[src/rtl/enemy_formation_pkg.sv]
// Shared types and geometry constants for the enemy formation.
// Cell pitch = sprite size plus the gap to the next sprite.
package enemy_formation_pkg;

  typedef enum logic [2:0] {
    IDLE,
    MARCH_R,
    MARCH_L,
    CLEAR,
    LANDED
  } formation_state_t;

  localparam int DEF_ENEMY_W   = 32;
  localparam int DEF_ENEMY_H   = 28;
  localparam int DEF_SPACING_X = 50;
  localparam int DEF_SPACING_Y = 16;

  localparam int PITCH_X = DEF_ENEMY_W + DEF_SPACING_X;
  localparam int PITCH_Y = DEF_ENEMY_H + DEF_SPACING_Y;

  localparam int COORD_W = 12;

  function automatic int pitch(input int size, input int gap);
    return size + gap;
  endfunction

endpackage

[src/rtl/enemy_cell_lookup.sv]
// Maps a pixel offset from the grid origin to (row, col, in_cell)
// with one range compare per column and per row.
module enemy_cell_lookup
  import enemy_formation_pkg::*;
#(
  parameter int NUM_ROWS = 10,
  parameter int NUM_COLS = 6,
  parameter int ENEMY_W  = DEF_ENEMY_W,
  parameter int ENEMY_H  = DEF_ENEMY_H,
  parameter int PX       = PITCH_X,
  parameter int PY       = PITCH_Y,
  parameter int RW       = $clog2(NUM_ROWS),
  parameter int CW       = $clog2(NUM_COLS)
) (
  input  logic [COORD_W-1:0] dx,
  input  logic [COORD_W-1:0] dy,
  output logic [RW-1:0]      row,
  output logic [CW-1:0]      col,
  output logic               in_cell
);

  logic in_x;
  logic in_y;
  logic [COORD_W-1:0] lo_x;
  logic [COORD_W-1:0] lo_y;

  always_comb begin
    col  = '0;
    in_x = 1'b0;
    lo_x = '0;
    for (int c = 0; c < NUM_COLS; c++) begin
      lo_x = COORD_W'(c * PX);
      if (dx >= lo_x && dx < lo_x + COORD_W'(ENEMY_W)) begin
        in_x = 1'b1;
        col  = CW'(c);
      end
    end
  end

  always_comb begin
    row  = '0;
    in_y = 1'b0;
    lo_y = '0;
    for (int r = 0; r < NUM_ROWS; r++) begin
      lo_y = COORD_W'(r * PY);
      if (dy >= lo_y && dy < lo_y + COORD_W'(ENEMY_H)) begin
        in_y = 1'b1;
        row  = RW'(r);
      end
    end
  end

  assign in_cell = in_x & in_y;

endmodule

[src/rtl/enemy_formation.sv]
// Enemy grid controller: alive bitmap, origin, march FSM, hits, pixel query.
// Define ENEMY_SPEEDUP_EN to speed the march up as aliens are killed.
module enemy_formation
  import enemy_formation_pkg::*;
#(
  parameter int NUM_COLS      = 6,
  parameter int NUM_ROWS      = 10,
  parameter int ENEMY_W       = DEF_ENEMY_W,
  parameter int ENEMY_H       = DEF_ENEMY_H,
  parameter int SPACING_X     = DEF_SPACING_X,
  parameter int SPACING_Y     = DEF_SPACING_Y,
  parameter int HRES          = 1280,
  parameter int VRES          = 720,
  parameter int HSTART        = 419,
  parameter int VSTART        = 108,
  parameter int DROP          = 32,
  parameter int BASE_SPEED    = 1,
  parameter int BOTTOM_LIMIT  = 684,
  parameter int SPEEDUP_SHIFT = 4
) (
  input  logic clk,
  input  logic rst,
  input  logic frame_tick,
  input  logic start,
  input  logic hit_valid,
  input  logic [$clog2(NUM_ROWS)-1:0] hit_row,
  input  logic [$clog2(NUM_COLS)-1:0] hit_col,
  output logic hit_ack,
  input  logic [10:0] pix_x,
  input  logic [9:0]  pix_y,
  output logic enemy_on,
  output logic [$clog2(NUM_ROWS)-1:0] enemy_row,
  output logic [$clog2(NUM_COLS)-1:0] enemy_col,
  output logic [10:0] origin_x,
  output logic [9:0]  origin_y,
  output logic [NUM_ROWS*NUM_COLS-1:0] alive,
  output logic [$clog2(NUM_ROWS*NUM_COLS+1)-1:0] alive_count,
  output logic wave_clear,
  output logic landed
);

  localparam int N  = NUM_ROWS * NUM_COLS;
  localparam int RW = $clog2(NUM_ROWS);
  localparam int CW = $clog2(NUM_COLS);
  localparam int NW = $clog2(N + 1);
  localparam int PX = pitch(ENEMY_W, SPACING_X);
  localparam int PY = pitch(ENEMY_H, SPACING_Y);
  localparam int XW = COORD_W;

  formation_state_t state;

  logic [NUM_COLS-1:0] col_live;
  logic [NUM_ROWS-1:0] row_live;
  logic [CW-1:0] min_col, max_col;
  logic [RW-1:0] max_row;
  logic [N-1:0]  hit_mask;

  logic [XW-1:0] x12, y12, speed;
  logic [XW-1:0] left_e, right_e, y_drop, bottom_e;
  logic at_right, at_left, drop, lands;
  logic marching, take_hit, last_kill;

  logic [XW-1:0] dx, dy;
  logic px_ge, py_ge;
  logic [RW-1:0] look_row;
  logic [CW-1:0] look_col;
  logic look_in;

  function automatic logic cell_alive(
    input logic [N-1:0]  v,
    input logic [RW-1:0] r,
    input logic [CW-1:0] c
  );
    cell_alive = 1'b0;
    for (int i = 0; i < NUM_ROWS; i++)
      for (int j = 0; j < NUM_COLS; j++)
        if (r == RW'(i) && c == CW'(j))
          cell_alive = v[i*NUM_COLS+j];
  endfunction

  always_comb begin
    col_live = '0;
    row_live = '0;
    for (int r = 0; r < NUM_ROWS; r++)
      for (int c = 0; c < NUM_COLS; c++)
        if (alive[r*NUM_COLS+c]) begin
          col_live[c] = 1'b1;
          row_live[r] = 1'b1;
        end
  end

  always_comb begin
    min_col = '0;
    max_col = '0;
    max_row = '0;
    for (int c = NUM_COLS - 1; c >= 0; c--)
      if (col_live[c]) min_col = CW'(c);
    for (int c = 0; c < NUM_COLS; c++)
      if (col_live[c]) max_col = CW'(c);
    for (int r = 0; r < NUM_ROWS; r++)
      if (row_live[r]) max_row = RW'(r);
  end

`ifdef ENEMY_SPEEDUP_EN
  logic [XW-1:0] boost;
  always_comb begin
    boost = (XW'(N) - XW'(alive_count)) >> SPEEDUP_SHIFT;
    speed = XW'(BASE_SPEED) + boost;
    if (speed > XW'(15)) speed = XW'(15);
  end
`else
  assign speed = XW'(BASE_SPEED);
`endif

  assign x12      = {1'b0, origin_x};
  assign y12      = {2'b0, origin_y};
  assign left_e   = x12 + XW'(PX) * XW'(min_col);
  assign right_e  = x12 + XW'(PX) * XW'(max_col)
                  + XW'(ENEMY_W - 1);
  assign y_drop   = y12 + XW'(DROP);
  assign bottom_e = y_drop + XW'(PY) * XW'(max_row)
                  + XW'(ENEMY_H);

  // reverse before the last sprite column reaches the final pixel
  assign at_right = right_e + speed >= XW'(HRES - 1);
  assign at_left  = left_e < speed;
  assign drop     = (state == MARCH_R) ? at_right : at_left;
  assign lands    = bottom_e >= XW'(BOTTOM_LIMIT);

  always_comb begin
    hit_mask = '0;
    for (int r = 0; r < NUM_ROWS; r++)
      for (int c = 0; c < NUM_COLS; c++)
        if (hit_row == RW'(r) && hit_col == CW'(c))
          hit_mask[r*NUM_COLS+c] = 1'b1;
  end

  assign marching  = (state == MARCH_R) || (state == MARCH_L);
  assign take_hit  = marching && hit_valid && |(hit_mask & alive);
  assign last_kill = take_hit && (alive_count == NW'(1));

  assign px_ge = {1'b0, pix_x} >= x12;
  assign py_ge = {2'b0, pix_y} >= y12;
  assign dx    = {1'b0, pix_x} - x12;
  assign dy    = {2'b0, pix_y} - y12;

  enemy_cell_lookup #(
    .NUM_ROWS (NUM_ROWS),
    .NUM_COLS (NUM_COLS),
    .ENEMY_W  (ENEMY_W),
    .ENEMY_H  (ENEMY_H),
    .PX       (PX),
    .PY       (PY),
    .RW       (RW),
    .CW       (CW)
  ) u_lookup (
    .dx      (dx),
    .dy      (dy),
    .row     (look_row),
    .col     (look_col),
    .in_cell (look_in)
  );

  always_ff @(posedge clk) begin
    hit_ack    <= 1'b0;
    wave_clear <= 1'b0;
    enemy_row  <= look_row;
    enemy_col  <= look_col;
    enemy_on   <= (state != IDLE) && px_ge && py_ge && look_in
                && cell_alive(alive, look_row, look_col);
    if (rst) begin
      state       <= IDLE;
      origin_x    <= 11'(HSTART);
      origin_y    <= 10'(VSTART);
      alive       <= '1;
      alive_count <= NW'(N);
      landed      <= 1'b0;
      enemy_on    <= 1'b0;
      enemy_row   <= '0;
      enemy_col   <= '0;
    end else if (start) begin
      state       <= MARCH_R;
      origin_x    <= 11'(HSTART);
      origin_y    <= 10'(VSTART);
      alive       <= '1;
      alive_count <= NW'(N);
      landed      <= 1'b0;
    end else if (marching) begin
      if (frame_tick) begin
        if (drop) begin
          origin_y <= y_drop[9:0];
          state    <= (state == MARCH_R) ? MARCH_L : MARCH_R;
          if (lands) begin
            state  <= LANDED;
            landed <= 1'b1;
          end
        end else if (state == MARCH_R) begin
          origin_x <= origin_x + speed[10:0];
        end else begin
          origin_x <= origin_x - speed[10:0];
        end
      end
      if (take_hit) begin
        alive       <= alive & ~hit_mask;
        alive_count <= alive_count - NW'(1);
        hit_ack     <= 1'b1;
        // clearing the wave outranks a same-cycle landing
        if (last_kill) begin
          wave_clear <= 1'b1;
          state      <= CLEAR;
          landed     <= landed;
        end
      end
    end
  end

endmodule

[config.mk]
export PLATFORM = sky130hd
export DESIGN_NAME = enemy_formation
export DESIGN_NICKNAME = d
export VERILOG_FILES = /design/src/rtl/enemy_formation_pkg.sv /design/src/rtl/enemy_cell_lookup.sv /design/src/rtl/enemy_formation.sv
export SDC_FILE = /design/constraint.sdc
export NUM_CORES = 1
export LEC_CHECK = 0
export ABC_AREA = 1
export BUFFER_PORTS_ARGS = -buffer_cell sky130_fd_sc_hd__buf_2
export CORE_ASPECT_RATIO = 0.8
export CORE_UTILIZATION = 55
export DETAILED_ROUTE_END_ITERATION = 8
export MAX_ROUTING_LAYER = met4
export PLACE_DENSITY = 0.89
export REMOVE_ABC_BUFFERS = 1
export SYNTH_ARGS = -nofsm -noshare
export SYNTH_HDL_FRONTEND = slang
export SYNTH_SLANG_ARGS = --single-unit
[constraint.sdc]
create_clock -name clk -period 11.3 [get_ports clk]
set_input_delay 1.13 -clock clk [delete_from_list [all_inputs] [get_ports clk]]
set_output_delay 1.13 -clock clk [all_outputs]
set_load 0.01 [all_outputs]
Yosys cells after proc, flatten, opt, wreduce, memory -nomap -nowiden
Cells that the tools add are included.
Widths: inputs -> output; s select.
{"block": "totals", "output_inout_bits": 98, "input_bits": 33, "regBits": 101}
{"block": "classes", "order_cmp": 37, "muxes": 301, "n_mul": 3, "n_eq_ne": 32, "add_sub_neg": 12, "bitwise_logic": 7, "reduce_logical": 158}
{"op": "$mux 1", "count": 264}
{"op": "$logic_and 1x1->1", "count": 143}
{"op": "$and 60x60->60", "count": 2}
{"op": "$lt 12x9->1 const B", "count": 7}
{"op": "$ge 12x9->1 const B", "count": 6}
{"op": "$mux 3", "count": 21}
{"op": "$ge 12x8->1 const B", "count": 5}
{"op": "$not 60->60", "count": 1}
{"op": "$reduce_or 60->1", "count": 1}
{"op": "$lt 12x8->1 const B", "count": 4}
{"op": "$mux 4", "count": 10}
{"op": "$add 11x10->12", "count": 3}
{"op": "$lt 12x7->1 const B", "count": 3}
{"op": "$eq 4x3->1 const B", "count": 8}
{"op": "$add 12x5->12 const B", "count": 2}
{"op": "$ge 12x1->1 const B", "count": 2}
{"op": "$ge 12x7->1 const B", "count": 2}
{"op": "$mul 6x3->9 const A", "count": 2}
{"op": "$eq 4x2->1 const B", "count": 4}
{"op": "$eq 4x4->1 const B", "count": 4}
{"op": "$eq 3x2->1 const B", "count": 5}
{"op": "$add 12x1->12 const B", "count": 1}
{"op": "$eq 3x3->1 const B", "count": 4}
{"op": "$ge 12x10->1 const B", "count": 1}
{"op": "other kinds (32)", "count": 45}

Logic depth before layout (Yosys ltp)
{"block": "depth", "word_depth": 75, "depth_mapped": 57, "ltp_nobuf": 57}

Cells and area by module
From an unflattened synthesis, not the netlist that was laid out.
{"block": "unflattened", "cells_unflattened": 1243, "area_unflattened_um2": 8280.4}
{"module": "enemy_formation", "area_per_inst_um2": 7604.8, "seq_area_each_um2": 1921.8, "n_inst": 1, "cells_per_inst": 1092}
{"module": "enemy_cell_lookup", "area_per_inst_um2": 675.6, "seq_area_each_um2": 0.0, "n_inst": 1, "cells_per_inst": 151}

Worst setup path after synthesis
No wires, ideal clock.
{"block": "synth_path", "path_kind": "in2reg", "start": "input pix_x[0]", "end": "register enemy_on", "n_path_buf": 0, "required_ns": 11.191, "arrival_time_ns": 4.901, "setup_time_ns": 0.109, "setup_slack_ns": 6.290, "cell_stages": 53, "cell_sequence": "inv_1 > ha_1 > inv_1 > fa_1 > nand2_1 > nand2_1 > nand3_2 > nand2_1 > nand2_1 > nand2_4 > inv_2 > nand2_1 > nor3_2 > nand2_2 > inv_2 > nor2_2 > nand2_4 > inv_4 > (+17 left out) > nand2_1 > nand2_1 > nand2_1 > nand4_1 > nand2_1 > nand2_1 > nand2_1 > nand2_1 > nand2_1 > nand4_1 > nand2_1 > nand4_1 > nor2_1 > nand4_1 > nand2_1 > nand3_1 > nand2_1 > inv_1"}
{"block": "synth_between", "elab_chain_cells": 71, "word_cells_on_any_way": 162, "classes_between": "add/sub (1); order compare (13); eq/ne (5); mux (71); bitwise (1); reduce/logical (71)"}
{"item": "from (decl)", "line": "enemy_formation.sv:29", "rtl": "input logic [10:0] pix_x,"}
{"item": "$sub 11x11->12", "line": "enemy_formation.sv:144", "rtl": "assign dx = {1'b0, pix_x} - x12;"}
{"item": "$ge 12x7->1 / $lt 12x7->1 (equally long branches)", "line": "enemy_cell_lookup.sv:33", "rtl": "if (dx >= lo_x && dx < lo_x + COORD_W'(ENEMY_W)) begin"}
{"item": "$logic_and 1x1->1", "line": "enemy_cell_lookup.sv:33"}
{"item": "$mux 1", "line": "enemy_cell_lookup.sv:33"}
{"item": "$mux 2 (2 in series)", "line": "enemy_cell_lookup.sv:33"}
{"item": "$mux 3 (2 in series)", "line": "enemy_cell_lookup.sv:33"}
{"item": "$logic_not 3->1", "line": "enemy_formation.sv:77", "rtl": "if (r == RW'(i) && c == CW'(j))"}
{"item": "$logic_and 1x1->1", "line": "enemy_formation.sv:77"}
{"item": "$mux 1 (60 in series)", "line": "enemy_formation.sv:77"}
{"item": "$logic_and 1x1->1 *", "line": "enemy_formation.sv:170", "rtl": "&& cell_alive(alive, look_row, look_col);"}
{"item": "to (signal assigned)", "line": "enemy_formation.sv:169", "rtl": "enemy_on <= (state != IDLE) && px_ge && py_ge && look_in"}
{"item": "to (decl)", "line": "enemy_formation.sv:31", "rtl": "output logic enemy_on,"}
Every way passes the cells marked *; elsewhere a longest branch is shown, timed or not.
A chain may end at the register's enable or synchronous reset.

Final worst setup path
{"block": "layout_path", "start": "register alive[53]", "end": "register state[0]"}
{"block": "layout_between", "elab_chain_cells": 18, "word_cells_on_any_way": 36, "classes_between": "add/sub (6); mul (3); order compare (3); mux (20); bitwise (1); reduce/logical (3)"}
{"item": "from (decl)", "line": "enemy_formation.sv:36", "rtl": "output logic [NUM_ROWS*NUM_COLS-1:0] alive,"}
{"item": "from (signal assigned)", "line": "enemy_formation.sv:204", "rtl": "alive <= alive & ~hit_mask;"}
{"item": "parallel branches: the longest is 15 deep, another holds $add 11x10->12"}
{"item": "$mux 3 *", "line": "enemy_formation.sv:203", "rtl": "if (take_hit) begin"}
{"item": "$mux 1 *", "line": "enemy_formation.sv:188", "rtl": "end else if (marching) begin"}
{"item": "$mux 1 *", "line": "enemy_formation.sv:181", "rtl": "end else if (start) begin"}
{"item": "to (signal assigned)", "line": "enemy_formation.sv:192", "rtl": "state <= (state == MARCH_R) ? MARCH_L : MARCH_R;"}
{"item": "to (decl)", "line": "enemy_formation.sv:50", "rtl": "formation_state_t state;"}
Every way passes the cells marked *. The select of a mux whose other input is x is not followed.

==> flow_metrics.py <==
metrics = {
    "yosys": {
        "yosys-top-cells-area": "dfxtp_1, ha_1, nand2_1",
        "syn_area_um2": 8580,
        "synthSimpleGateAreaFrac_pct": 32.8,
        "synth.top_cell.area_share_pct": 22.4,
        "ys_types": 64,
        "synth_top_family_by_area": "simple AND/OR/NAND/NOR gates",
        "synthCells": 1303,
        "postSynthAreaPerCell_um2": 6.58,
        "synth-async-reset-ratio_pct": 0,
        "seq_area_frac_synth_pct": 22.4,
        "muxShareOfSynthArea_pct": 0,
        "synth-seq-cells": 96,
        "synth_xor_area_share_pct": 3.15,
        "synth_compound_area_share_pct": 16.9,
        "yosysWarningCount": 0,
        "synthAdderAreaFrac_pct": 13.7,
        "synth_top_area_cell": "dfxtp_1",
        "dominantRegCellSynth": "dfxtp_1",
        "synth-edff-count": 0,
    },
    "global_route": {
        "grt_max_degree": 62,
        "grt.overflow.total": 0,
        "grt_pass1_vias": 8652,
        "grt_pass1_wl_um": 45800,
        "track_usage_pct": 37.8,
        "antenna_found_initial": 1,
    },
    "sta": {
        "setup_viol": 0,
        "hold_viol": 0,
        "rsz0062_at_grt": "no",
        "period_share_pct": 50.4,
        "timing.final.ws_setup_ns": 5.60,
        "slew_headroom_pct": 47.3,
        "worstMarginPinSlew_ns": 0.783,
        "fin_tns_setup_ns": 0,
        "worst_clock_skew_ns": 0.00827,
        "max_freq_ghz": 0.176,
        "finalCriticalPeriod_ns": 5.70,
        "worst_hold_slack_ns": 0.459,
        "slew_violations": 0,
    },
    "floorplanning": {
        "coreArea_um2": 15100,
        "die_w_um": 142,
        "die-area_um2": 16100,
        "initial_core_util_pct": 56.8,
        "fp.dieH_um": 114,
        "pin_count": 131,
        "rows": 40,
    },
    "clocking": {
        "post_cts_buffers": 0,
        "clkLatencyLatePin_ns": 0.37,
        "cts_buffer_depth": 2,
        "clk_pin_slew_ns": 0.08,
        "tritoncts": "yes",
        "cts_resized": 0,
        "cts_root_buf": "clkbuf_16",
        "postCtsHoldBufs": 0,
        "cts_made_buffers": 9,
        "htree_levels": 3,
        "clock-sinks": 96,
    },
    "pwr": {
        "fin_total_pwr_w": 0.000900,
        "ir_drop_v": 0.0000778,
        "power_leakage_nw": 4.66,
        "p_per_area_nw_per_um2": 92.8,
    },
    "final_layout": {
        "nets": 1543,
        "final_cell_area_um2": 9690,
        "most-common-layout-cells": "nand2_1, inv_1, nor2_1, buf_2, dfxtp_1",
        "mostFrequentLayoutCell": "nand2_1",
        "num-fill-cells": 1385,
        "layout-drive-gt1-share_pct": 15.4,
        "syn2layout_area_growth_pct": 13.0,
    },
    "drt": {
        "dr.pass1.iters": 6,
        "num_vias": 9669,
        "viasPerCell": 5.91,
        "wl_met3_um": 3460,
        "drt-total-wl_um": 29200,
        "drt-initial-drc-count": 1401,
        "routedWlPerCell_um": 17.8,
        "wl_met1_um": 13200,
        "wl_met2_um": 12000,
        "drcViolationCount": 0,
        "ant_nets": 0,
        "topRoutingLayerUsed": "met4",
    },
    "placed_design": {
        "portBuffers": 125,
        "dp_hpwl_um": 22900,
        "pre_cts_slack_ns": 5.59,
        "placed_area_um2": 9390,
        "routabilityCongestion": 1.03,
    },
    "status": {
        "status": "finished, final reports clean",
    },
    "critical_path": {
        "critPathKind": "flop to flop",
        "required_ns": 11.60,
        "cp_max_fo": 6,
        "critPathArrivalTime_ns": 6.00,
        "end_kind": "flop",
        "startpoint_type": "flop",
    },
    "hold_path": {
        "hp-class": "flop to flop",
    },
    "flow_run": {
        "cap_violations": 0,
    },
}
## area by class of cell
cell class / count / area [µm²] / share of cell area, %
Multi-Input combinational cell: 968 / 5750 / 59.3
Sequential cell: 96 / 1920 / 19.8
Inverter: 216 / 816 / 8.42
Timing Repair Buffer: 128 / 648 / 6.69
Tap cell: 210 / 263 / 2.71
Clock buffer: 10 / 239 / 2.47
Clock inverter: 6 / 56.3 / 0.581
Antenna cell: 2 / 5.00 / 0.0516
## cells in the mapped netlist (19+ instances only)
| master | number |
|---|---|
| a22oi_1 | 41 |
| xor2_1 | 20 |
| nand3_1 | 86 |
| a21oi_1 | 79 |
| ha_1 | 86 |
| o21ai_0 | 36 |
| dfxtp_1 | 96 |
| nor2_1 | 179 |
| nand4_1 | 36 |
| clkbuf_1 | 19 |
| nor3_1 | 37 |
| inv_1 | 190 |
| nand2_1 | 218 |
## sequential cells by signal, summed over array words and instances (netlist names)
| register | cells |
|---|---|
| enemy_col | 3 |
| hit_ack | 1 |
| origin_y | 5 |
| alive | 60 |
| origin_x | 11 |
| enemy_row | 4 |
| landed | 1 |
| enemy_on | 1 |
| alive_count | 6 |
| wave_clear | 1 |
| state | 3 |
## critical path, cell delays in order (launching register included)
cell and delay [ns]:
dfxtp_1 0.40, inv_1 0.14, nand4_1 0.18, nor3_1 0.54, nand2_1 0.34, a41oi_1 0.57
ha_1 0.36, fa_1 0.40, ha_1 0.33, nand3_1 0.09, nand2_1 0.07, xor2_1 0.20
ha_1 0.26, ha_1 0.34, a21oi_1 0.13, and2_1 0.17, nor2_1 0.05, nor2_1 0.10
nor2_1 0.05, nor2_1 0.12, nor2_1 0.05, nor2_1 0.08, nand4_1 0.15, nand3b_1 0.19
nand3_1 0.09, a21oi_1 0.07, a21oi_1 0.13
## layer usage
layer	GRT usage, %	vias to the layer above
li1	-	4611
met1	52.8	4420
met2	53.6	564
met3	10.2	74
met4	9.39	0
met5	-	-
## logic make-up (layout without fill, tap and decap cells)
logic type | Yosys count | in the layout
buf+inv | 242 | 360
xor+xnor | 27 | 27
simple gates | 619 | 619
fa+ha+maj | 91 | 91
compound gates | 226 | 226
other cells | 2 | 7
flops | 96 | 96
## path summary, 6_finish.rpt
path / start / slack [ns] / cells past startpoint / end
worst max register to register: alive[53] / 5.60 / 26 / state[0]
worst max-delay path: alive[53] / 5.60 / 26 / state[0]
worst min register to register: landed / 0.46 / 2 / landed
worst min-delay path: landed / 0.46 / 2 / landed
## metrics by stage
stage | std cells | utilization, %
after global placement | 1618 | 62.2
after floorplan | 1280 | -
after CTS | 1634 | 64.1
final | 1636 | 64.1
after global routing | 1635 | 64.1
after detailed placement | 1618 | 62.2
## power by group
group          internal [W]  switching (W)
registers          0.000342     0.00000409
logic             0.0000766       0.000157
clock network      0.000161       0.000160
total              0.000579       0.000321
Power figures use the tool's default switching activity.
